--- src/rtl/key_cond_pkg.sv ---
// Shared types and default 50 MHz timing constants for the pushbutton conditioner.
package key_cond_pkg;

    typedef enum logic [1:0] {
        RELEASED,
        PRESS_WAIT,
        PRESSED,
        RELEASE_WAIT
    } key_state_t;

    localparam int DEF_DB_CYCLES     = 500000;    // 10 ms at 50 MHz
    localparam int DEF_REPEAT_DELAY  = 25000000;  // 500 ms
    localparam int DEF_REPEAT_PERIOD = 5000000;   // 100 ms

    function automatic int max_int(input int a, input int b);
        return (a > b) ? a : b;
    endfunction

endpackage

--- src/rtl/key_debounce_fsm.sv ---
// Single-key synchronizer, debounce FSM, press/release pulses and 8-bit press counter.
// Auto-repeat while held is built only when KEY_REPEAT_EN is defined.
module key_debounce_fsm
    import key_cond_pkg::*;
#(
    parameter int DB_CYCLES = DEF_DB_CYCLES
`ifdef KEY_REPEAT_EN
    ,
    parameter int REPEAT_DELAY  = DEF_REPEAT_DELAY,
    parameter int REPEAT_PERIOD = DEF_REPEAT_PERIOD
`endif
) (
    input  logic       clk,
    input  logic       rst_n,
    input  logic       key_n,
    output logic       key_level,
    output logic       key_press,
    output logic       key_release,
    output logic [7:0] press_count
);

`ifdef KEY_REPEAT_EN
    localparam int MAX_CYC = max_int(DB_CYCLES, max_int(REPEAT_DELAY, REPEAT_PERIOD));
`else
    localparam int MAX_CYC = DB_CYCLES;
`endif
    localparam int CW = $clog2(MAX_CYC);
    localparam logic [CW-1:0] DB_LAST = CW'(DB_CYCLES - 1);
`ifdef KEY_REPEAT_EN
    localparam logic [CW-1:0] DELAY_LAST  = CW'(REPEAT_DELAY - 1);
    localparam logic [CW-1:0] PERIOD_LAST = CW'(REPEAT_PERIOD - 1);
`endif

    logic [1:0]    sync_q, sync_d;
    key_state_t    state_q, state_d;
    logic [CW-1:0] cnt_q, cnt_d;
    logic          level_q, level_d;
    logic          press_q, press_d;
    logic          release_q, release_d;
    logic [7:0]    count_q, count_d;
    logic          s;
`ifdef KEY_REPEAT_EN
    logic [CW-1:0] rpt_cnt_q, rpt_cnt_d;
    logic          rpt_first_q, rpt_first_d;
`endif

    // s is the metastability-filtered copy; 0 means the button is down
    assign s = sync_q[1];

    always_comb begin
        sync_d    = {sync_q[0], key_n};
        state_d   = state_q;
        cnt_d     = cnt_q;
        level_d   = level_q;
        press_d   = 1'b0;
        release_d = 1'b0;
        count_d   = count_q;
`ifdef KEY_REPEAT_EN
        rpt_cnt_d   = rpt_cnt_q;
        rpt_first_d = rpt_first_q;
`endif
        case (state_q)
            RELEASED: begin
                if (!s) begin
                    state_d = PRESS_WAIT;
                    cnt_d   = '0;
                end
            end
            PRESS_WAIT: begin
                if (s) begin
                    state_d = RELEASED;
                    cnt_d   = '0;
                end else if (cnt_q == DB_LAST) begin
                    state_d = PRESSED;
                    cnt_d   = '0;
                    level_d = 1'b1;
                    press_d = 1'b1;
                    count_d = count_q + 8'd1;
`ifdef KEY_REPEAT_EN
                    rpt_cnt_d   = '0;
                    rpt_first_d = 1'b1;
`endif
                end else begin
                    cnt_d = cnt_q + 1'b1;
                end
            end
            PRESSED: begin
                if (s) begin
                    state_d = RELEASE_WAIT;
                    cnt_d   = '0;
`ifdef KEY_REPEAT_EN
                    rpt_cnt_d = '0;
`endif
                end else begin
`ifdef KEY_REPEAT_EN
                    // first repeat waits the long delay, later ones the short period
                    if (rpt_cnt_q == (rpt_first_q ? DELAY_LAST : PERIOD_LAST)) begin
                        rpt_cnt_d   = '0;
                        rpt_first_d = 1'b0;
                        press_d     = 1'b1;
                        count_d     = count_q + 8'd1;
                    end else begin
                        rpt_cnt_d = rpt_cnt_q + 1'b1;
                    end
`endif
                end
            end
            RELEASE_WAIT: begin
                if (!s) begin
                    // bounce back: level never dropped, so no new press is reported
                    state_d = PRESSED;
                    cnt_d   = '0;
`ifdef KEY_REPEAT_EN
                    rpt_cnt_d   = '0;
                    rpt_first_d = 1'b0;
`endif
                end else if (cnt_q == DB_LAST) begin
                    state_d   = RELEASED;
                    cnt_d     = '0;
                    level_d   = 1'b0;
                    release_d = 1'b1;
                end else begin
                    cnt_d = cnt_q + 1'b1;
                end
            end
            default: begin
                state_d = RELEASED;
                cnt_d   = '0;
            end
        endcase
    end

    always_ff @(posedge clk or negedge rst_n) begin
        if (!rst_n) begin
            sync_q    <= 2'b11;
            state_q   <= RELEASED;
            cnt_q     <= '0;
            level_q   <= 1'b0;
            press_q   <= 1'b0;
            release_q <= 1'b0;
            count_q   <= '0;
`ifdef KEY_REPEAT_EN
            rpt_cnt_q   <= '0;
            rpt_first_q <= 1'b1;
`endif
        end else begin
            sync_q    <= sync_d;
            state_q   <= state_d;
            cnt_q     <= cnt_d;
            level_q   <= level_d;
            press_q   <= press_d;
            release_q <= release_d;
            count_q   <= count_d;
`ifdef KEY_REPEAT_EN
            rpt_cnt_q   <= rpt_cnt_d;
            rpt_first_q <= rpt_first_d;
`endif
        end
    end

    assign key_level   = level_q;
    assign key_press   = press_q;
    assign key_release = release_q;
    assign press_count = count_q;

endmodule

--- src/rtl/key_conditioner.sv ---
// Conditions the raw active-low pushbutton vector: one independent debouncer per key.
// Define KEY_REPEAT_EN to add auto-repeat press pulses while a key is held.
module key_conditioner
    import key_cond_pkg::*;
#(
    parameter int NUM_KEYS      = 2,
    parameter int DB_CYCLES     = DEF_DB_CYCLES,
    parameter int REPEAT_DELAY  = DEF_REPEAT_DELAY,
    parameter int REPEAT_PERIOD = DEF_REPEAT_PERIOD
) (
    input  logic                  max10_clk1_50,
    input  logic                  reset_n,
    input  logic [NUM_KEYS-1:0]   key_n,
    output logic [NUM_KEYS-1:0]   key_level,
    output logic [NUM_KEYS-1:0]   key_press,
    output logic [NUM_KEYS-1:0]   key_release,
    output logic [8*NUM_KEYS-1:0] press_count
);

    // REPEAT_* are validated even when repeat is compiled out so a bad override is still caught
    if (DB_CYCLES < 2 || REPEAT_DELAY < 1 || REPEAT_PERIOD < 1) begin : g_bad_params
        $error("key_conditioner: illegal timing parameters");
    end

    for (genvar i = 0; i < NUM_KEYS; i++) begin : g_key
        key_debounce_fsm #(
            .DB_CYCLES     (DB_CYCLES)
`ifdef KEY_REPEAT_EN
            ,
            .REPEAT_DELAY  (REPEAT_DELAY),
            .REPEAT_PERIOD (REPEAT_PERIOD)
`endif
        ) u_fsm (
            .clk         (max10_clk1_50),
            .rst_n       (reset_n),
            .key_n       (key_n[i]),
            .key_level   (key_level[i]),
            .key_press   (key_press[i]),
            .key_release (key_release[i]),
            .press_count (press_count[8*i +: 8])
        );
    end

endmodule

--- config.mk ---
export PLATFORM = sky130hd
export DESIGN_NAME = key_conditioner
export DESIGN_NICKNAME = d
export VERILOG_FILES = /design/src/rtl/key_cond_pkg.sv /design/src/rtl/key_debounce_fsm.sv /design/src/rtl/key_conditioner.sv
export SDC_FILE = /design/constraint.sdc
export NUM_CORES = 1
export LEC_CHECK = 0
export CORE_UTILIZATION = 39
export DETAILED_ROUTE_END_ITERATION = 8
export RECOVER_POWER = 25
export SKIP_LAST_GASP = 1
export SYNTH_ARGS = -nofsm -noshare
export SYNTH_HDL_FRONTEND = slang
export SYNTH_SLANG_ARGS = --single-unit
export TNS_END_PERCENT = 1
--- constraint.sdc ---
create_clock -name max10_clk1_50 -period 5.1 [get_ports max10_clk1_50]
set_input_delay 0.765 -clock max10_clk1_50 [delete_from_list [all_inputs] [get_ports max10_clk1_50]]
set_output_delay 0.765 -clock max10_clk1_50 [all_outputs]
set_load 0.02 [all_outputs]
Word level (Yosys, flattened, before mapping)
Index checks and enable logic that the tools add are counted.

operators by class
  muxes and demuxes = 46
  $mul = 0
  order comparisons = 0
  bitwise gates (word level) = 2
  reductions and logical operators = 12
  shift-type cells = 0
  add/sub/neg operators = 4
  div/mod/pow operators = 0
  eq/ne operators = 24

operators with widths
  operator                 number
  $mux W19                 10
  $pmux W19 S4             2
  $add A19 B1 Y19 const B  2
  $eq A19 B19 Y1 const B   2
  $mux W2                  12
  $mux W1                  18
  $add A8 B1 Y8 const B    2
  $ne A2 B1 Y1 const B     8
  $pmux W2 S4              2
  $reduce_and A5 Y1        2
  $eq A2 B2 Y1 const B     4
  $ne A2 B2 Y1 const B     4
  $reduce_and A4 Y1        2
  $ne A3 B1 Y1 const B     2
  $ne A3 B3 Y1 const B     2
  $reduce_and A3 Y1        2
  $eq A2 B1 Y1 const B     2
  $logic_not A2 Y1         2
  $pmux W1 S2              2
  $reduce_and A2 Y1        2
  $reduce_bool A2 Y1       2
  $not A1 Y1               2

word-level totals
  memory bits (read-only) = 0
  output and inout port bits = 22
  logic and storage cells = 102
  bits of input ports = 4
  memories kept = 0
  flip-flop bits (word level) = 68
  bits in latches = 0
  memory bits (writable) = 0

Logic depth before layout (Yosys ltp)
Gate-level depths: netlist of run 1.

  depth after elaboration = 4
  gate-level depth with buffers = 7
  mapped depth without buffers = 6

By module
Synthesis of run 1 repeated with hierarchy kept, for this count alone.

unflattened totals
  cell total of the unflattened synthesis = 361
  area total of the unflattened synthesis = 3,477.1 µm²

by module, submodules not included
  module                             cells an instance  area an instance (µm²)  seq. area each (µm²)  times used
  key_debounce_fsm (g_key[1].u_fsm)  184                1,770.4                 853.3                 1
  key_debounce_fsm (g_key[0].u_fsm)  177                1,706.6                 853.3                 1

Least setup slack after synthesis of run 1
OpenSTA, ideal clock, no wires.

  path kind = register to register
  start point = register g_key[1].u_fsm.cnt_q[11]
  end point = register g_key[1].u_fsm.count_q[1]
  buffers on the path = 1
  setup time = 0.125 ns
  clock period less this slack = 1.925 ns
  arrival time = 1.800 ns
  path slack = 3.175 ns
  stages on the path, launching flop included = 6
  required time = 4.975 ns
  cell sequence = dfrtp_1 > or4_4 > nor4_4 > and4_1 > buf_6 > mux2_2

on the way
  cells in the longest elaborated chain, start to end = 2

RTL lines
  what                                line                     source
  from (decl)                         key_debounce_fsm.sv:36   logic [CW-1:0] cnt_q, cnt_d;
  from (signal assigned)              key_debounce_fsm.sv:149  cnt_q <= cnt_d;
  $eq A19 B19 Y1                      key_debounce_fsm.sv:73   end else if (cnt_q == DB_LAST) begin
  $reduce_and A3 Y1 (no source line)  n/a
  to (signal assigned)                key_debounce_fsm.sv:153  count_q <= count_d;
  to (decl)                           key_debounce_fsm.sv:40   logic [7:0] count_q, count_d;

Every way passes these cells.
A chain may end at the register's enable or synchronous reset.

==> impl_metrics.yaml, run 1 <==
timing:
  setup_viol: 0
  skew_ns: 0.0114
  final.setup.tns_ns: 0
  grt_setup_unrepaired: "no"
  max_slew_margin_pct: -67.8
  maxSlewViolCount: 48
  period_share_pct: 51.7
  hold_violations: 0
  fmax_ghz: 0.379
  worstMarginPinSlew_ns: 2.52
  layout_setup_ws_ns: 2.46
  period_minus_slack_ns: 2.64
floorplanning:
  num_rows: 34
  ios: 26
  start_util_pct: 40.1
  die_x_um: 96.7
  core_um2: 8720
  fp.dieArea_um2: 9350
  die_h_um: 96.7
layout:
  multi_input_comb_area_um2: 1630
  layoutNonFillerInstCount: 490
  fillers: 805
  utilization_pct: 45.2
  antenna_cells: 0
  area.growth.synth_to_final_pct: 12.7
  seq_area_um2: 1710
  drive_above_1_share_pct: 11.0
  final_nets: 386
worst_setup_path:
  worstPathRequired_ns: 5.55
  crit_path_top_delay_cell: "clkbuf_1"
  crit_chain: "clkbuf_1, buf_4"
  cp-end-kind: "async pin"
  ff2ff_path_depth: 6
  rr_endpoint: "g_key[0].u_fsm.cnt_q[5]$_DFFE_PN0P_"
  crit_path_start_kind: "input port"
  r2r_start: "g_key[0].u_fsm.cnt_q[0]$_DFFE_PN0P_"
  path_class: "input port to async pin"
  ff2ff_setup_slack_ns: 2.66
  arrival_ns: 3.09
  slowest_delay_ns: 1.76
  crit_buf_inv: 2
  crit_fanout: 47
  critical_path.top_delay_family: "buffers and inverters"
power:
  total_power_uw: 1180
  p_switching_uw: 359
  pwr-share-clk_pct: 33.7
  swShare_pct: 30.5
  seqPwrFrac_pct: 50.0
  vdd_drop_max_mv: 0.190
  internal-power_uw: 818
  powerDensity_nw_per_um2: 299
  p_leak_uw: 0.00165
  combinationalPowerShare_pct: 16.3
yosys:
  synth_top_flop_cell: "dfrtp_1"
  synth.avg_cell_area_um2: 9.69
  yosysTopAreaCell: "dfrtp_1"
  synth-seq-cells: 68
  async_reset_ff_share_pct: 100
  synth_area_leaders: "dfrtp_1 46%, nand2_1 4.8%, nand3_1 4.4%"
  synth_warnings: 0
  yosysUniqueCellTypes: 52
  yosysSeqAreaShare_pct: 48.8
  synth_edf_count: 0
  syn_nets: 369
  syn_area_um2: 3500
  synthDominantCellAreaShare_pct: 45.8
  synthCells: 361
global_route:
  grt_max_degree: 48
  grt_antenna_before_repair: 0
  grt_pass1_wl_mm: 12.2
  grt_pass1_vias: 2521
  grt_usage_pct: 16.1
  grt-ovfl-total: 0
routing:
  drt_iter0_markers: 113
  drc: 0
  viasPerCell: 5.58
  num_vias: 2732
  wl_per_cell_um: 14.4
  routed_wirelength_mm: 7.05
  antenna_left: 0
  detail_route.first_pass.iterations: 4
place:
  gp_congestion: 0.802
  port_buffers: 25
  post-dp-hpwl_mm: 4.84
  dp_cells: 475
  preCtsSetupSlack_ns: 2.68
hold_path:
  hold_end: "g_key[1].u_fsm.sync_q[1]$_DFF_PN1_"
  hold_class: "register to register"
  hold_start: "g_key[1].u_fsm.sync_q[0]$_DFF_PN1_"
  hold_path_depth: 0
clock_tree:
  h-tree-depth: 3
  cts_setup_buffers: 0
  clk_pin_slew_ns: 0.07
  cts-resized-gates: 0
  ctsHoldBuffers: 0
  cts.sinks: 68
  cts-root-buf: "clkbuf_8"
  cts_tree: "yes"
  cts_buffers: 9
  cts_buffer_depth: 2
  clk_latency_ns: 0.34
status:
  status: "finished, violations left"
  violations: "capacitance limit, slew limit"
flow_run:
  cap_violations: 1
==> power groups by stage <==
stage	clock, uW	combinational, uW	sequential, uW
after global placement	0	189	598
after CTS	410	195	588
after detailed placement	0	194	599
after global routing	436	220	592
final	397	192	589
after floorplan	0	156	587
==> how the worst max path moves through the flow <==
stage / depth (start not counted) / end / from / slack, ns
5_1_grt: 1 / g_key[0].u_fsm.cnt_q[9]$_DFFE_PN0P_ / reset_n / 1.86
3_3_place_gp: 6 / g_key[0].u_fsm.cnt_q[10]$_DFFE_PN0P_ / g_key[0].u_fsm.cnt_q[0]$_DFFE_PN0P_ / 2.79
3_5_place_dp: 6 / g_key[0].u_fsm.cnt_q[12]$_DFFE_PN0P_ / g_key[0].u_fsm.cnt_q[0]$_DFFE_PN0P_ / 2.68
6_report: 2 / g_key[1].u_fsm.sync_q[1]$_DFF_PN1_ / reset_n / 2.46
2_1_floorplan: 5 / g_key[1].u_fsm.press_count[1]$_DFFE_PN0P_ / g_key[1].u_fsm.cnt_q[11]$_DFFE_PN0P_ / 3.18
4_1_cts: 6 / g_key[0].u_fsm.cnt_q[5]$_DFFE_PN0P_ / g_key[0].u_fsm.cnt_q[0]$_DFFE_PN0P_ / 2.68
==> layer usage <==
| layer | routed length (um) | global-route usage, % | vias up |
|---|---|---|---|
| li1 | - | - | 1357 |
| met1 | 3460 | 22.0 | 1298 |
| met2 | 3180 | 25.0 | 68 |
| met3 | 295 | 2.46 | 9 |
| met4 | 112 | 7.58 | 0 |
| met5 | 0 | 0 | - |
==> area by class of cell <==
class	count	share of cell area, %
multi-input cells	264	41.5
well taps	108	3.43
flip-flops and latches	68	43.3
clock buffers	11	3.84
inverters	8	0.762
clock inverters	4	0.635
repair buffers	27	6.57
==> cells by family after synthesis <==
family	share of synthesized area, %
AO/OA/AOI/OAI	15.6
multiplexers	0.608
buffers and inverters	4.47
XOR/XNOR	4.22
adder cells (fa/ha/maj)	1.43
AND/OR/NAND/NOR	24.9
flip-flops	48.8
==> registers in the layout (all words and copies together) (netlist names), named ones only <==
| signal | count |
|---|---|
| g_key.u_fsm.cnt_q | 38 |
| g_key.u_fsm.key_level | 2 |
| g_key.u_fsm.key_release | 2 |
| g_key.u_fsm.key_press | 2 |
| g_key.u_fsm.sync_q | 4 |
| g_key.u_fsm.state_q | 2 |
| g_key.u_fsm.press_count | 16 |
==> through the flow <==
stage / hold WS (ns) / area, um2
global placement: 0.351 / 3770
floorplan: 0.345 / 3500
global route: 0.361 / 3940
CTS: 0.359 / 3940
finish: 0.358 / 3940
detailed placement: 0.349 / 3770
==> synthesized netlist by cell type, types with 2 or more instances <==
| master | instances |
|---|---|
| or4_1 | 2 |
| a21o_1 | 2 |
| nand2b_1 | 5 |
| a21oi_1 | 22 |
| nand2_1 | 45 |
| o31ai_1 | 3 |
| and4_1 | 4 |
| and3_2 | 2 |
| dfstp_2 | 4 |
| and2_1 | 3 |
| or2_2 | 3 |
| clkbuf_1 | 5 |
| a22o_1 | 3 |
| buf_6 | 2 |
| nor3_1 | 7 |
| nor4_1 | 6 |
| dfrtp_1 | 64 |
| a41oi_1 | 6 |
| buf_4 | 6 |
| nor4b_1 | 3 |
| ha_1 | 4 |
| nand3_1 | 31 |
| xor2_1 | 5 |
| a31oi_1 | 23 |
| nor4_2 | 2 |
| xnor2_1 | 10 |
| and3_1 | 8 |
| nand4_1 | 4 |
| inv_1 | 8 |
| buf_2 | 8 |
| and2_2 | 2 |
| nor2_1 | 15 |
| or3_1 | 5 |
| o21ai_0 | 21 |
==> cells in the final DEF, fill, tap and decap left out, drive strengths merged, types with 7 or more instances in the layout <==
master and instances:
a21oi 23, a31oi 23, and3 10, clkbuf 12, clkdlybuf4s50 22, dfrtp 64
inv 8, nand2 45, nand3 32, nor2 15, nor3 7, nor4 9
o21ai 21, xnor2 11
No activity file was read; power rests on OpenSTA's default activity.
==> run 2, diff against run 1 <==
clock period = 2.23 ns   (was 5.1 ns; I/O delays follow)
==> run 2 against run 1 <==
Net effect: the run now ends clean; setup slack lost 2.3 ns; global-route usage rose by 0.42 points; power grew to 2.6 times the previous value; count of clock-buffer cells in the layout shrank 1; sequential power grew 130%; die area unchanged; cell count up 2.7%; first-iteration DRC count is 14% higher; hold slack got worse by 0.0023 ns; combinational power is 140% higher; clock skew about the same; critical path type is now register to register.
==> impl_metrics.yaml, run 2 (same netlist as run 1, synthesis figures left out) <==
clock_tree:
  cts_buffer_depth: 2
  cts_tree: "yes"
  cts-resized-gates: 0
  cts.sinks: 68
  clk_latency_ns: 0.34
  clk_pin_slew_ns: 0.08
  cts-root-buf: "clkbuf_8"
  h-tree-depth: 3
  cts_buffers: 9
layout:
  largest_reg_flops: 38
  final_nets: 398
  area.growth.synth_to_final_pct: 17.9
  antenna_cells: 0
  seq_area_um2: 1710
  drive_above_1_share_pct: 13.4
  fillers: 793
  final_common_cell: "dfrtp_1"
  mostFrequentLayoutCells: "64 x dfrtp_1, 45 x nand2_1, 31 x nand3_1, 23 x a31oi_1"
  multi_input_comb_area_um2: 1630
  regMostFlops: "g_key.u_fsm.cnt_q"
worst_setup_path:
  cp-end-kind: "register"
  crit_fanout: 7
  rr_endpoint: "g_key[1].u_fsm.press_count[4]$_DFFE_PN0P_"
  ff2ff_path_depth: 6
  worstPathRequired_ns: 2.46
  path_class: "register to register"
  r2r_start: "g_key[1].u_fsm.cnt_q[12]$_DFFE_PN0P_"
  critPathLaunch: "g_key[1].u_fsm.cnt_q[12]$_DFFE_PN0P_"
  crit_path_start_kind: "register"
  arrival_ns: 2.28
  crit_chain: "or4_4, nor4_4, and4_1, buf_12, nand4_4, xnor2_2"
  endpoint: "g_key[1].u_fsm.press_count[4]$_DFFE_PN0P_"
  slowest_delay_ns: 0.54
  ff2ff_setup_slack_ns: 0.18
  crit_path_top_delay_cell: "or4_4"
hold_path:
  hold_class: "register to register"
  hold_start: "g_key[0].u_fsm.sync_q[0]$_DFF_PN1_"
status:
  status: "complete, no violations"
timing:
  maxSlewViolCount: 0
  skew_ns: 0.0112
  worstMarginPinSlew_ns: 1.31
  final.setup.tns_ns: 0
  grt_setup_unrepaired: "no"
  hold_ws_ns: 0.356
  period_share_pct: 91.9
  period_minus_slack_ns: 2.05
  setup_viol: 0
  max_slew_margin_pct: 12.4
  hold_violations: 0
  fmax_ghz: 0.488
power:
  p_switching_uw: 844
  seqPwrFrac_pct: 44.5
  pwr-share-clk_pct: 40.2
  swShare_pct: 27.9
  vdd_drop_max_mv: 0.284
  powerDensity_nw_per_um2: 734
  combinationalPowerShare_pct: 15.3
  p_leak_uw: 0.00175
  internal-power_uw: 2180
global_route:
  grt-ovfl-total: 0
  grt_max_degree: 30
  grt_pass1_wl_mm: 12.6
  grt_usage_pct: 16.5
  grt_antenna_before_repair: 0
  grt_pass1_vias: 2651
place:
  port_buffers: 25
  gp_congestion: 0.829
  post-dp-hpwl_mm: 5.10
routing:
  wl_per_cell_um: 14.4
  drt_iter0_markers: 129
  detail_route.first_pass.iterations: 4
  num_vias: 2757
  drc: 0
  antenna_left: 0
  routed_wirelength_mm: 7.23
  viasPerCell: 5.48
flow_run:
  cap_violations: 0
floorplanning:
  fp.dieArea_um2: 9350
  die_x_um: 96.7
  start_util_pct: 40.1
  die_h_um: 96.7
  core_um2: 8720
  num_rows: 34
  ios: 26
run 2: critical path: cells and delay by family, from the launching register on:
kind / cells / cell delay [ns]
simple gates: 4 / 1.20
flops: 1 / 0.44
buf+inv: 1 / 0.15
xor+xnor: 1 / 0.14
run 2: stage by stage:
step	utilization, %	instance area (um2)	worst slack [ns]	instances	power [uW]
floorplan	-	3500	0.305	361	1700
global placement	44.4	3870	0.217	486	1830
detailed placement	44.4	3870	0.171	486	1840
CTS	47.3	4120	0.163	503	3070
global route	47.3	4120	0.0438	503	3180
finish	47.3	4120	0.180	503	3030
run 2: layout make-up:
class	instances	share of cell area, %
Inverter	8	0.728
Tap cell	108	3.28
Multi-Input combinational cell	264	39.6
Clock inverter	6	2.73
Clock buffer	10	3.10
Timing Repair Buffer	39	9.14
Sequential cell	68	41.4
run 2: repair_timing:
item                                    CTS  global route
hold endpoints to repair                 20             0
endpoints found under the setup margin    0             0
buffers inserted                          0             0
hold buffers                              1             0
run 2: worst min-delay path by stage:
stage / cells past startpoint / end / slack, ns
2_1_floorplan: 0 / async pin / 0.04
3_3_place_gp: 1 / g_key[1].u_fsm.press_count[4]$_DFFE_PN0P_ / 0.35
3_5_place_dp: 1 / g_key[1].u_fsm.press_count[4]$_DFFE_PN0P_ / 0.35
4_1_cts: 0 / g_key[0].u_fsm.sync_q[1]$_DFF_PN1_ / 0.36
5_1_grt: 0 / g_key[1].u_fsm.sync_q[1]$_DFF_PN1_ / 0.36
6_report: 0 / g_key[0].u_fsm.sync_q[1]$_DFF_PN1_ / 0.36
run 2: power by group through the flow:
stage | clock (uW) | sequential, uW | combinational (uW)
after floorplan | 0 | 1340 | 357
after global placement | 0 | 1370 | 461
after detailed placement | 0 | 1370 | 465
after CTS | 1250 | 1350 | 470
after global routing | 1300 | 1360 | 522
final | 1220 | 1350 | 463
run 2: per-layer routing:
layer  track usage, %  routed length (um)  up-vias
met2             25.2                3240       62
met1             23.0                3630     1306
met5                0                   0        -
li1                 -                   -     1380
met3             2.31                 234        9
met4             8.15                 129        0
